[src/rtl/leaf_router_gen2.sv]
// leaf_router_gen2: leaf router between one GPU port and NUM_SPINES spine ports,
//   with per-input FIFOs, round-robin GPU egress arbitration and a saturating drop counter.
// Latency: 2 cycles from ingress accept to egress valid (no fall-through); 1 flit/cycle per output.
// Backpressure: in_ready = !fifo_full (registered); egress registers hold flits until out_ready.
// Ports: clk/reset (async active-high); arb_enable gates pops and drops;
//   gpu_in_* / spine_in_* ingress (data, dest {group,leaf}, valid/ready);
//   gpu_out_* / spine_out_* egress (valid/ready, spine also passes dest);
//   fifo_full/fifo_empty (bit 0 GPU, bit i+1 spine i); drop_count; busy; current_grant.
// Optional: define LEAF_ROUTER_STATS_EN to add flit_count, 16-bit wrapping handshake
//   counters per egress (slice 0 GPU, slice s+1 spine s).
module leaf_router_gen2 #(
  parameter int unsigned ROUTER_ID  = 3,
  parameter logic [3:0]  GROUP_ID   = 4'b0101,
  parameter int unsigned DWIDTH     = 16,
  parameter int unsigned NUM_SPINES = 4,
  parameter int unsigned FIFO_DEPTH = 8
) (
  input  logic                         clk,
  input  logic                         reset,
  input  logic                         arb_enable,
  input  logic [DWIDTH-1:0]            gpu_in_data,
  input  logic [5:0]                   gpu_in_dest,
  input  logic                         gpu_in_valid,
  output logic                         gpu_in_ready,
  output logic [DWIDTH-1:0]            gpu_out_data,
  output logic                         gpu_out_valid,
  input  logic                         gpu_out_ready,
  input  logic [NUM_SPINES*DWIDTH-1:0] spine_in_data,
  input  logic [NUM_SPINES*6-1:0]      spine_in_dest,
  input  logic [NUM_SPINES-1:0]        spine_in_valid,
  output logic [NUM_SPINES-1:0]        spine_in_ready,
  output logic [NUM_SPINES*DWIDTH-1:0] spine_out_data,
  output logic [NUM_SPINES*6-1:0]      spine_out_dest,
  output logic [NUM_SPINES-1:0]        spine_out_valid,
  input  logic [NUM_SPINES-1:0]        spine_out_ready,
  output logic [NUM_SPINES:0]          fifo_full,
  output logic [NUM_SPINES:0]          fifo_empty,
  output logic [7:0]                   drop_count,
  output logic                         busy,
  output logic [2:0]                   current_grant
`ifdef LEAF_ROUTER_STATS_EN
  ,
  output logic [16*(NUM_SPINES+1)-1:0] flit_count
`endif
);
  localparam int unsigned NP  = NUM_SPINES + 1;
  localparam int unsigned FW  = DWIDTH + 6;
  localparam int unsigned AW  = $clog2(FIFO_DEPTH);
  localparam int unsigned CW  = AW + 1;
  localparam int unsigned PIW = $clog2(NP);
  localparam logic [5:0]  LOCAL_ADDR = {GROUP_ID, 2'(ROUTER_ID)};

  // Per-input FIFOs; port 0 is the GPU, port i+1 is spine i. Entries are {dest, data}.
  logic [NP-1:0]         w_in_vld, w_push, w_pop, w_full, w_empty, w_local, w_drop;
  logic [NP-1:0][FW-1:0] w_in_fl, w_head;

  assign w_in_vld = {spine_in_valid, gpu_in_valid};

  for (genvar p = 0; p < NP; p++) begin : g_fifo
    logic [FIFO_DEPTH-1:0][FW-1:0] r_mem;
    logic [AW-1:0]                 r_wptr, r_rptr;
    logic [CW-1:0]                 r_cnt;

    if (p == 0) begin : g_gpu
      assign w_in_fl[p] = {gpu_in_dest, gpu_in_data};
    end else begin : g_spine
      assign w_in_fl[p] = {spine_in_dest[(p-1)*6 +: 6], spine_in_data[(p-1)*DWIDTH +: DWIDTH]};
    end

    // Full is taken from the registered count, so a same-cycle pop never admits a push.
    assign w_full[p]  = (r_cnt == CW'(FIFO_DEPTH));
    assign w_empty[p] = (r_cnt == '0);
    assign w_push[p]  = w_in_vld[p] && !w_full[p];
    assign w_head[p]  = r_mem[r_rptr];
    assign w_local[p] = (w_head[p][FW-1 -: 6] == LOCAL_ADDR);

    always_ff @(posedge clk) begin
      if (w_push[p]) r_mem[r_wptr] <= w_in_fl[p];
    end

    always_ff @(posedge clk or posedge reset) begin
      if (reset) begin
        r_wptr <= '0;
        r_rptr <= '0;
        r_cnt  <= '0;
      end else begin
        if (w_push[p]) r_wptr <= r_wptr + 1'b1;
        if (w_pop[p])  r_rptr <= r_rptr + 1'b1;
        r_cnt <= r_cnt + CW'(w_push[p]) - CW'(w_pop[p]);
      end
    end
  end

  assign fifo_full      = w_full;
  assign fifo_empty     = w_empty;
  assign gpu_in_ready   = !w_full[0];
  assign spine_in_ready = ~w_full[NP-1:1];

  // Egress registers and control state.
  logic                              r_gpu_vld;
  logic [DWIDTH-1:0]                 r_gpu_dat;
  logic [NUM_SPINES-1:0]             r_sp_vld;
  logic [NUM_SPINES-1:0][DWIDTH-1:0] r_sp_dat;
  logic [NUM_SPINES-1:0][5:0]        r_sp_dest;
  logic [7:0]                        r_drop;
  logic [1:0]                        r_rr, r_grant;

  logic          w_gpu_free, w_gnt_vld;
  logic [3:0]    w_sp_free, w_sp_load, w_req;
  logic [1:0]    w_gpu_tgt, w_gnt, w_rr_idx;
  logic [FW-1:0] w_gnt_fl;
  logic [8:0]    w_drop_sum;

  assign w_gpu_free = !r_gpu_vld || gpu_out_ready;
  assign w_sp_free  = 4'(~r_sp_vld | spine_out_ready);
  assign w_gpu_tgt  = w_head[0][DWIDTH +: 2] & 2'(NUM_SPINES - 1);
  assign w_gnt_fl   = w_head[PIW'(w_gnt) + PIW'(1)];
  assign w_drop_sum = {1'b0, r_drop} + 9'($countones(w_drop));

  always_comb begin
    w_pop     = '0;
    w_drop    = '0;
    w_sp_load = '0;
    w_req     = '0;
    w_gnt_vld = 1'b0;
    w_gnt     = '0;
    w_rr_idx  = '0;
    if (arb_enable) begin
      // GPU head: self-addressed flits are discarded, others go to spine dest[1:0].
      if (!w_empty[0]) begin
        if (w_local[0]) begin
          w_pop[0]  = 1'b1;
          w_drop[0] = 1'b1;
        end else if (w_sp_free[w_gpu_tgt]) begin
          w_pop[0]             = 1'b1;
          w_sp_load[w_gpu_tgt] = 1'b1;
        end
      end
      // Spine heads: local flits request the GPU egress, anything else is discarded.
      for (int i = 0; i < NUM_SPINES; i++) begin
        if (!w_empty[i+1]) begin
          if (w_local[i+1]) begin
            w_req[i] = 1'b1;
          end else begin
            w_pop[i+1]  = 1'b1;
            w_drop[i+1] = 1'b1;
          end
        end
      end
      // Scan backwards so the surviving hit is the first requester at or after r_rr.
      if (w_gpu_free) begin
        for (int k = NUM_SPINES - 1; k >= 0; k--) begin
          w_rr_idx = 2'((int'(r_rr) + k) % int'(NUM_SPINES));
          if (w_req[w_rr_idx]) begin
            w_gnt_vld = 1'b1;
            w_gnt     = w_rr_idx;
          end
        end
        if (w_gnt_vld) w_pop[PIW'(w_gnt) + PIW'(1)] = 1'b1;
      end
    end
  end

  always_ff @(posedge clk or posedge reset) begin
    if (reset) begin
      r_gpu_vld <= 1'b0;
      r_gpu_dat <= '0;
      r_sp_vld  <= '0;
      r_sp_dat  <= '0;
      r_sp_dest <= '0;
      r_drop    <= '0;
      r_rr      <= '0;
      r_grant   <= '0;
    end else begin
      if (w_gnt_vld) begin
        r_gpu_vld <= 1'b1;
        r_gpu_dat <= w_gnt_fl[DWIDTH-1:0];
        r_grant   <= w_gnt;
        r_rr      <= 2'((int'(w_gnt) + 1) % int'(NUM_SPINES));
      end else if (gpu_out_ready) begin
        r_gpu_vld <= 1'b0;
      end
      for (int s = 0; s < NUM_SPINES; s++) begin
        if (w_sp_load[s]) begin
          r_sp_vld[s]  <= 1'b1;
          r_sp_dat[s]  <= w_head[0][DWIDTH-1:0];
          r_sp_dest[s] <= w_head[0][FW-1 -: 6];
        end else if (spine_out_ready[s]) begin
          r_sp_vld[s] <= 1'b0;
        end
      end
      r_drop <= w_drop_sum[8] ? 8'hFF : w_drop_sum[7:0];
    end
  end

  assign gpu_out_valid   = r_gpu_vld;
  assign gpu_out_data    = r_gpu_dat;
  assign spine_out_valid = r_sp_vld;
  assign spine_out_data  = r_sp_dat;
  assign spine_out_dest  = r_sp_dest;
  assign drop_count      = r_drop;
  assign current_grant   = {1'b0, r_grant};
  assign busy            = !(&w_empty) || r_gpu_vld || (|r_sp_vld);

`ifdef LEAF_ROUTER_STATS_EN
  logic [NP-1:0][15:0] r_flit_cnt;

  always_ff @(posedge clk or posedge reset) begin
    if (reset) begin
      r_flit_cnt <= '0;
    end else begin
      if (r_gpu_vld && gpu_out_ready) r_flit_cnt[0] <= r_flit_cnt[0] + 16'd1;
      for (int s = 0; s < NUM_SPINES; s++) begin
        if (r_sp_vld[s] && spine_out_ready[s]) r_flit_cnt[s+1] <= r_flit_cnt[s+1] + 16'd1;
      end
    end
  end

  assign flit_count = r_flit_cnt;
`endif

endmodule

[config.mk]
export PLATFORM = sky130hd
export DESIGN_NAME = leaf_router_gen2
export DESIGN_NICKNAME = d
export VERILOG_FILES = /design/src/rtl/leaf_router_gen2.sv
export SDC_FILE = /design/constraint.sdc
export NUM_CORES = 1
export LEC_CHECK = 0
export ABC_CLOCK_PERIOD_IN_PS = 10850
export CORE_ASPECT_RATIO = 0.8
export CORE_MARGIN = 2
export CORE_UTILIZATION = 60
export CTS_CLUSTER_DIAMETER = 100
export DETAILED_ROUTE_END_ITERATION = 8
export PLACE_DENSITY = 0.83
export SLEW_MARGIN = 25
export SYNTH_ARGS = -nofsm -noshare
export SYNTH_HDL_FRONTEND = slang
export SYNTH_SLANG_ARGS = --single-unit
[constraint.sdc]
create_clock -name clk -period 10.85 [get_ports clk]
set_input_delay 2.17 -clock clk [delete_from_list [all_inputs] [get_ports clk]]
set_output_delay 2.17 -clock clk [all_outputs]
set_load 0.01 [all_outputs]
==> impl_metrics.tcl, run 1 <==
set metrics [dict create \
    status "finished clean" \
    gp_congestion 0.904 \
    routedWlPerCell_um 27.3 \
    reg2reg_depth 14 \
    synthFlopType "edfxtp_1" \
    fp.coreArea_mm2 0.0670 \
    nets 2677 \
    cts_setup_buffers 0 \
    setup_violations 0 \
    fin_cells 3455 \
    grt_antenna_before_repair 9 \
    num_vias 21700 \
    crit_path_max_fanout 42 \
    clkTransAtPathRegs_ns 0.06 \
    synth_edf_count 880 \
    hold_buffers 0 \
    power_uw 13500 \
    mostFrequentLayoutCells "edfxtp_1, clkdlybuf4s50_1, mux4_2" \
    worst_clock_skew_ns 0.0168 \
    syn_nets 2338 \
    startpoint "g_fifo[1].r_rptr[1]$_DFFE_PP0P_" \
    ioPinCount 259 \
    numCtsBuffers 97 \
    period_minus_slack_ns 5.68 \
    regArea_mm2 0.0307 \
    cts_resized 0 \
    rsz0062_at_grt "no" \
    p_leak_uw 0.0165 \
    criticalPathCategory "reg -> reg" \
    grt_max_degree 95 \
    dp_cells 3272 \
    die_area_mm2 0.0695 \
    crit_required_ns 11.41 \
    drcViolationCount 0 \
    drive_gt1_share_pct 17.8 \
    rows 85 \
    yosys-top-cells-area "edfxtp_1, dfrtp_1, mux4_2, mux2i_1, ha_1" \
    cp-end-kind "flop" \
    grt_pass1_vias 21900 \
    maxSlewHeadroom_pct 30.8 \
    wl_um 94300 \
    drt_iter0_drc 2293 \
    stdcell_area_mm2 0.0475 \
    clk_path_buf_depth 3 \
    report.final.hold_viol_count 0 \
    multi_input_area_mm2 0.00934 \
    seq_area_frac_synth_pct 76.0 \
    grt_usage_pct 27.5 \
    min_path_type "reg -> reg" \
    final_common_cell "edfxtp_1" \
    clock.fmax_mhz 176 \
    placed_area_mm2 0.0445 \
    die_y_um 236 \
    cts_root_buf "clkbuf_16" \
    syn_inst 2162 \
    r2r_end "gpu_out_data[11]$_DFFE_PP0P_" \
    power_per_cell_area_mw_per_mm2 283 \
    crit_end "gpu_out_data[11]$_DFFE_PP0P_" \
    netlist-cell-type-count 65 \
    cts_tree "yes" \
    syn_area_mm2 0.0404 \
    ir_drop_v 0.000166 \
    rrSetupSlack_ns 5.17 \
    ys_ff_latch 1051 \
    ant_nets 0 \
    cap_violations 0 \
    synth_top_area_share_pct 65.4 \
    overflow 0 \
    worst_setup_path_start_kind "flop" \
    viasPerCell 6.27 \
    firstDrtPassIters 7 \
    report.final.slew_viol_count 0 \
    avgSynthCellArea_um2 18.7 \
    grt_pass1_wl_um 140000 \
    rr_startpoint "g_fifo[1].r_rptr[1]$_DFFE_PP0P_" \
    yosysWarnings 0 \
    dp_hpwl_um 59600 \
    initial_core_util_pct 60.3 \
    syn_to_final_growth_pct 17.6 \
    finalCritPeriodShare_pct 52.3 \
    clock_sinks 1051 \
    async_reset_ff_share_pct 16.3 \
    nFillCells 3873 \
    yosysTopAreaCell "edfxtp_1" \
    io_buffer_count 257 \
    clk_latency_ns 0.65 \
    fin_setup_tns_ns 0 \
    die_width_um 294 \
    worstPathArrival_ns 6.24 \
    htree_levels 3 \
    worst_pin_slew_ns 1.03 \
]
==> registers in the layout, indices dropped and copies added (netlist names) <==
register and cells:
drop_count 8, g_fifo.r_cnt 20, g_fifo.r_mem 880, g_fifo.r_rptr 15, g_fifo.r_wptr 15, gpu_out_data 16
gpu_out_valid 1, r_grant 2, r_rr 2, spine_out_data 64, spine_out_dest 24, spine_out_valid 4
==> cells by family after synthesis <==
logic type,synth area share (%)
compound gates,3.05
xor+xnor,0.585
fa+ha+maj,1.79
buf+inv,1.44
flops,76.0
mux,12.0
other cells,0.00928
simple gates,5.18
==> critical path, cell delays in order (launching register included) <==
cell	delay, ns
dfrtp_1	0.84
buf_4	0.46
and4b_1	0.24
a22oi_1	0.17
nor2_1	0.08
a211oi_1	0.27
buf_4	0.23
nor3_1	0.08
a221oi_1	0.46
nand2_2	0.54
inv_2	0.55
ha_1	0.36
nor3_2	0.86
a32oi_1	0.25
o21ai_1	0.16
==> worst min-delay path by stage <==
| stage | depth (start not counted) | startpoint | slack [ns] | endpoint |
|---|---|---|---|---|
| floorplan | 2 | g_fifo[0].r_wptr[0]$_DFFE_PP0P_ | 0.49 | g_fifo[0].r_wptr[0]$_DFFE_PP0P_ |
| global placement | 1 | spine_out_dest[18]$_DFFE_PP0P_ | 0.45 | spine_out_dest[18]$_DFFE_PP0P_ |
| detailed placement | 1 | spine_out_dest[19]$_DFFE_PP0P_ | 0.46 | spine_out_dest[19]$_DFFE_PP0P_ |
| CTS | 1 | spine_out_dest[19]$_DFFE_PP0P_ | 0.47 | spine_out_dest[19]$_DFFE_PP0P_ |
| global route | 1 | spine_out_dest[19]$_DFFE_PP0P_ | 0.48 | spine_out_dest[19]$_DFFE_PP0P_ |
| finish | 1 | spine_out_dest[19]$_DFFE_PP0P_ | 0.47 | spine_out_dest[19]$_DFFE_PP0P_ |
==> per-stage QoR <==
stage                     worst slack (ns)  utilization, %  hold WS (ns)
after floorplan                       4.05               -         0.486
after global placement                4.99            66.3         0.448
after detailed placement              4.78            66.4         0.456
after CTS                             5.05            70.9         0.474
after global routing                  4.76            70.9         0.485
final                                 5.17            70.9         0.475
==> cell type report <==
class                           count  area share [%]
Multi-Input combinational cell    962            19.7
Clock inverter                     50           0.790
Sequential cell                  1051            64.6
Timing Repair Buffer              326            6.51
Tap cell                          870            2.29
Antenna cell                        6          0.0316
Clock buffer                      127            5.58
Inverter                           63           0.513
==> synth_stat cells (3+ instances only) <==
| cell type | n |
|---|---|
| a211oi_1 | 3 |
| a21o_1 | 9 |
| a21oi_1 | 89 |
| a22oi_1 | 3 |
| a31oi_1 | 8 |
| a32oi_1 | 16 |
| and2_1 | 4 |
| and3_1 | 7 |
| and4b_1 | 5 |
| buf_1 | 17 |
| buf_2 | 7 |
| buf_4 | 3 |
| clkbuf_1 | 58 |
| dfrtp_1 | 171 |
| edfxtp_1 | 880 |
| fa_1 | 8 |
| ha_1 | 45 |
| inv_1 | 62 |
| mux2_1 | 4 |
| mux2_2 | 11 |
| mux2i_1 | 80 |
| mux4_2 | 172 |
| nand2_1 | 132 |
| nand2b_1 | 32 |
| nand3_1 | 8 |
| nand3b_1 | 5 |
| nand4_1 | 14 |
| nand4b_1 | 12 |
| nor2_1 | 118 |
| nor2b_1 | 13 |
| nor3_1 | 16 |
| nor3b_1 | 9 |
| nor4_1 | 4 |
| nor4b_1 | 9 |
| nor4bb_1 | 11 |
| o21ai_0 | 28 |
| o21ai_1 | 16 |
| o32ai_1 | 10 |
| or2_2 | 4 |
| or3_1 | 3 |
| xnor2_1 | 14 |
| xor2_1 | 13 |
==> per-layer routing <==
layer / vias to the layer above / routed length [um] / part of all wire (%) / GRT usage (%)
li1: 9182 / - / - / -
met1: 11200 / 36400 / 39 / 38.6
met2: 1074 / 46100 / 49 / 43.6
met3: 170 / 9340 / 9.9 / 7.10
met4: 16 / 2340 / 2.5 / 7.36
met5: - / 93 / 0.099 / 0
==> power breakdown <==
part | total [uW] | switching [uW] | internal [uW]
logic | 4540 | 2640 | 1900
registers | 5650 | 436 | 5220
clock network | 3270 | 1430 | 1840
total | 13500 | 4500 | 8950
No activity file was read; power rests on OpenSTA's default activity.
==> run 2: changes to the inputs <==
--- a/config.mk
+++ b/config.mk
@@ -5,13 +5,13 @@
 export SDC_FILE = /design/constraint.sdc
 export NUM_CORES = 1
 export LEC_CHECK = 0
-export ABC_CLOCK_PERIOD_IN_PS = 10850
+export ABC_CLOCK_PERIOD_IN_PS = 4850
 export CORE_ASPECT_RATIO = 0.8
 export CORE_MARGIN = 2
-export CORE_UTILIZATION = 60
+export CORE_UTILIZATION = 53
 export CTS_CLUSTER_DIAMETER = 100
 export DETAILED_ROUTE_END_ITERATION = 8
-export PLACE_DENSITY = 0.83
+export PLACE_DENSITY = 0.77
 export SLEW_MARGIN = 25
 export SYNTH_ARGS = -nofsm -noshare
 export SYNTH_HDL_FRONTEND = slang
==> constraint.sdc (replaced) <==
create_clock -name clk -period 4.85 [get_ports clk]
set_input_delay 0.97 -clock clk [delete_from_list [all_inputs] [get_ports clk]]
set_output_delay 0.97 -clock clk [all_outputs]
set_load 0.01 [all_outputs]
==> impl_metrics.tcl, run 2 (synthesized netlist as in run 1, its figures left out) <==
set metrics [dict create \
    mostFrequentLayoutCells "edfxtp_1, clkdlybuf4s50_1, mux4_2" \
    clkTransAtPathRegs_ns 0.06 \
    wl_um 92300 \
    ir_drop_v 0.000369 \
    regMostFlops "g_fifo.r_mem" \
    initial_core_util_pct 53.6 \
    viasPerCell 5.86 \
    cts_root_buf "clkbuf_16" \
    grt_pass1_wl_um 136000 \
    firstDrtPassIters 6 \
    worst_clock_skew_ns 0.0230 \
    cts_tree "yes" \
    grt_pass1_vias 21400 \
    htree_levels 3 \
    syn_to_final_growth_pct 18.9 \
    power_per_cell_area_mw_per_mm2 632 \
    setup_slack_ns 0.291 \
    min_path_type "reg -> reg" \
    die_width_um 313 \
    dpl_worst_slack_ns 0.283 \
    cap_violations 0 \
    setup_violations 0 \
    die_area_mm2 0.0785 \
    cts_setup_buffers 0 \
    period_minus_slack_ns 4.56 \
    cp-end-kind "flop" \
    clk_path_buf_depth 3 \
    rsz0062_at_grt "no" \
    grt_antenna_before_repair 19 \
    crit_path_max_fanout 14 \
    largest_register_ffs 880 \
    maxSlewHeadroom_pct 23.4 \
    finalCritPeriodShare_pct 94.0 \
    dp_hpwl_um 60200 \
    regArea_mm2 0.0307 \
    gp_congestion 0.830 \
    worst_setup_path_start_kind "flop" \
    stdcell_area_mm2 0.0481 \
    ant_nets 0 \
    final_util_pct 63.7 \
    routedWlPerCell_um 25.4 \
    nFillCells 5073 \
    status "finished clean" \
    clock.fmax_mhz 219 \
    report.final.hold_viol_count 0 \
    p_leak_uw 0.0167 \
    die_y_um 251 \
    report.final.slew_viol_count 0 \
    rows 90 \
    ioPinCount 259 \
    numCtsBuffers 98 \
    io_buffer_count 257 \
    drive_gt1_share_pct 18.6 \
    hold_buffers 0 \
    num_vias 21300 \
    placed_area_mm2 0.0448 \
    clock_sinks 1051 \
    clk_latency_ns 0.66 \
    fp.coreArea_mm2 0.0754 \
    drt_iter0_drc 2110 \
    hold_slack_ns 0.465 \
    fin_setup_tns_ns 0 \
    overflow 0 \
    multi_input_area_mm2 0.00934 \
    crit_required_ns 5.42 \
    drcViolationCount 0 \
    worst_pin_slew_ns 1.14 \
    grt_max_degree 172 \
    nets 2700 \
    worstPathArrival_ns 5.13 \
    grt_usage_pct 23.6 \
    final_common_cell "edfxtp_1" \
    criticalPathCategory "reg -> reg" \
]
-- run 2: worst paths after layout --
kind	startpoint	end	slack, ns	cells after the start
max	g_fifo[0].r_rptr[0]$_DFFE_PP0P_	drop_count[4]$_DFF_PP0_	0.29	15
min	spine_out_dest[13]$_DFFE_PP0P_	spine_out_dest[13]$_DFFE_PP0P_	0.47	1
max reg2reg	g_fifo[0].r_rptr[0]$_DFFE_PP0P_	drop_count[4]$_DFF_PP0_	0.29	15
min reg2reg	spine_out_dest[13]$_DFFE_PP0P_	spine_out_dest[13]$_DFFE_PP0P_	0.47	1
max in group asynchronous	reset	g_fifo[3].r_rptr[0]$_DFFE_PP0P_	3.20	4
min in group asynchronous	reset	spine_out_data[26]$_DFFE_PP0P_	0.75	3
-- run 2: metrics by stage --
stage | std cells | power (uW)
5_1_grt | 3627 | 31800
4_1_cts | 3619 | 30500
2_1_floorplan | 2162 | 18500
6_report | 3629 | 30400
3_3_place_gp | 3435 | 22500
3_5_place_dp | 3435 | 22900
-- run 2: critical path, cell delays in order (launching register included) --
cell      delay (ns)
dfrtp_2         0.43
buf_4           0.31
mux4_2          0.55
mux2i_1         0.27
nor4b_2         0.09
nand3b_1        0.18
nor2_1          0.08
fa_1            0.49
fa_1            0.56
ha_1            0.18
inv_1           0.06
fa_1            0.39
inv_1           0.07
a21o_1          0.17
or3b_2          0.52
o21ai_0         0.11
-- run 2: metal layers --
layer / vias to the layer above / wire [um] / GRT usage [%]
met2: 863 / 44200 / 36.8
met5: - / 139 / 0
met3: 180 / 9090 / 7.69
li1: 9239 / - / -
met4: 20 / 2700 / 7.57
met1: 11000 / 36200 / 31.8
-- run 2: layout make-up --
type,instances,share of cell area [%]
antenna,9,0.0469
clock buffer,137,5.72
multi-input combinational,962,19.4
inverter,63,0.500
clock inverter,47,0.919
timing repair buffer,348,6.84
tap,1012,2.63
sequential,1051,63.9
-- run 2: timing repair --
action / CTS / global route
gates resized for setup: 0 / 1
setup endpoints to repair: 0 / 1
hold endpoints to repair: 0 / 0
-- run 2: power by group --
part	total, uW	switching [uW]	internal, uW
clock network	7570	3190	4380
registers	12600	947	11700
logic	10200	5800	4380
total	30400	9930	20400
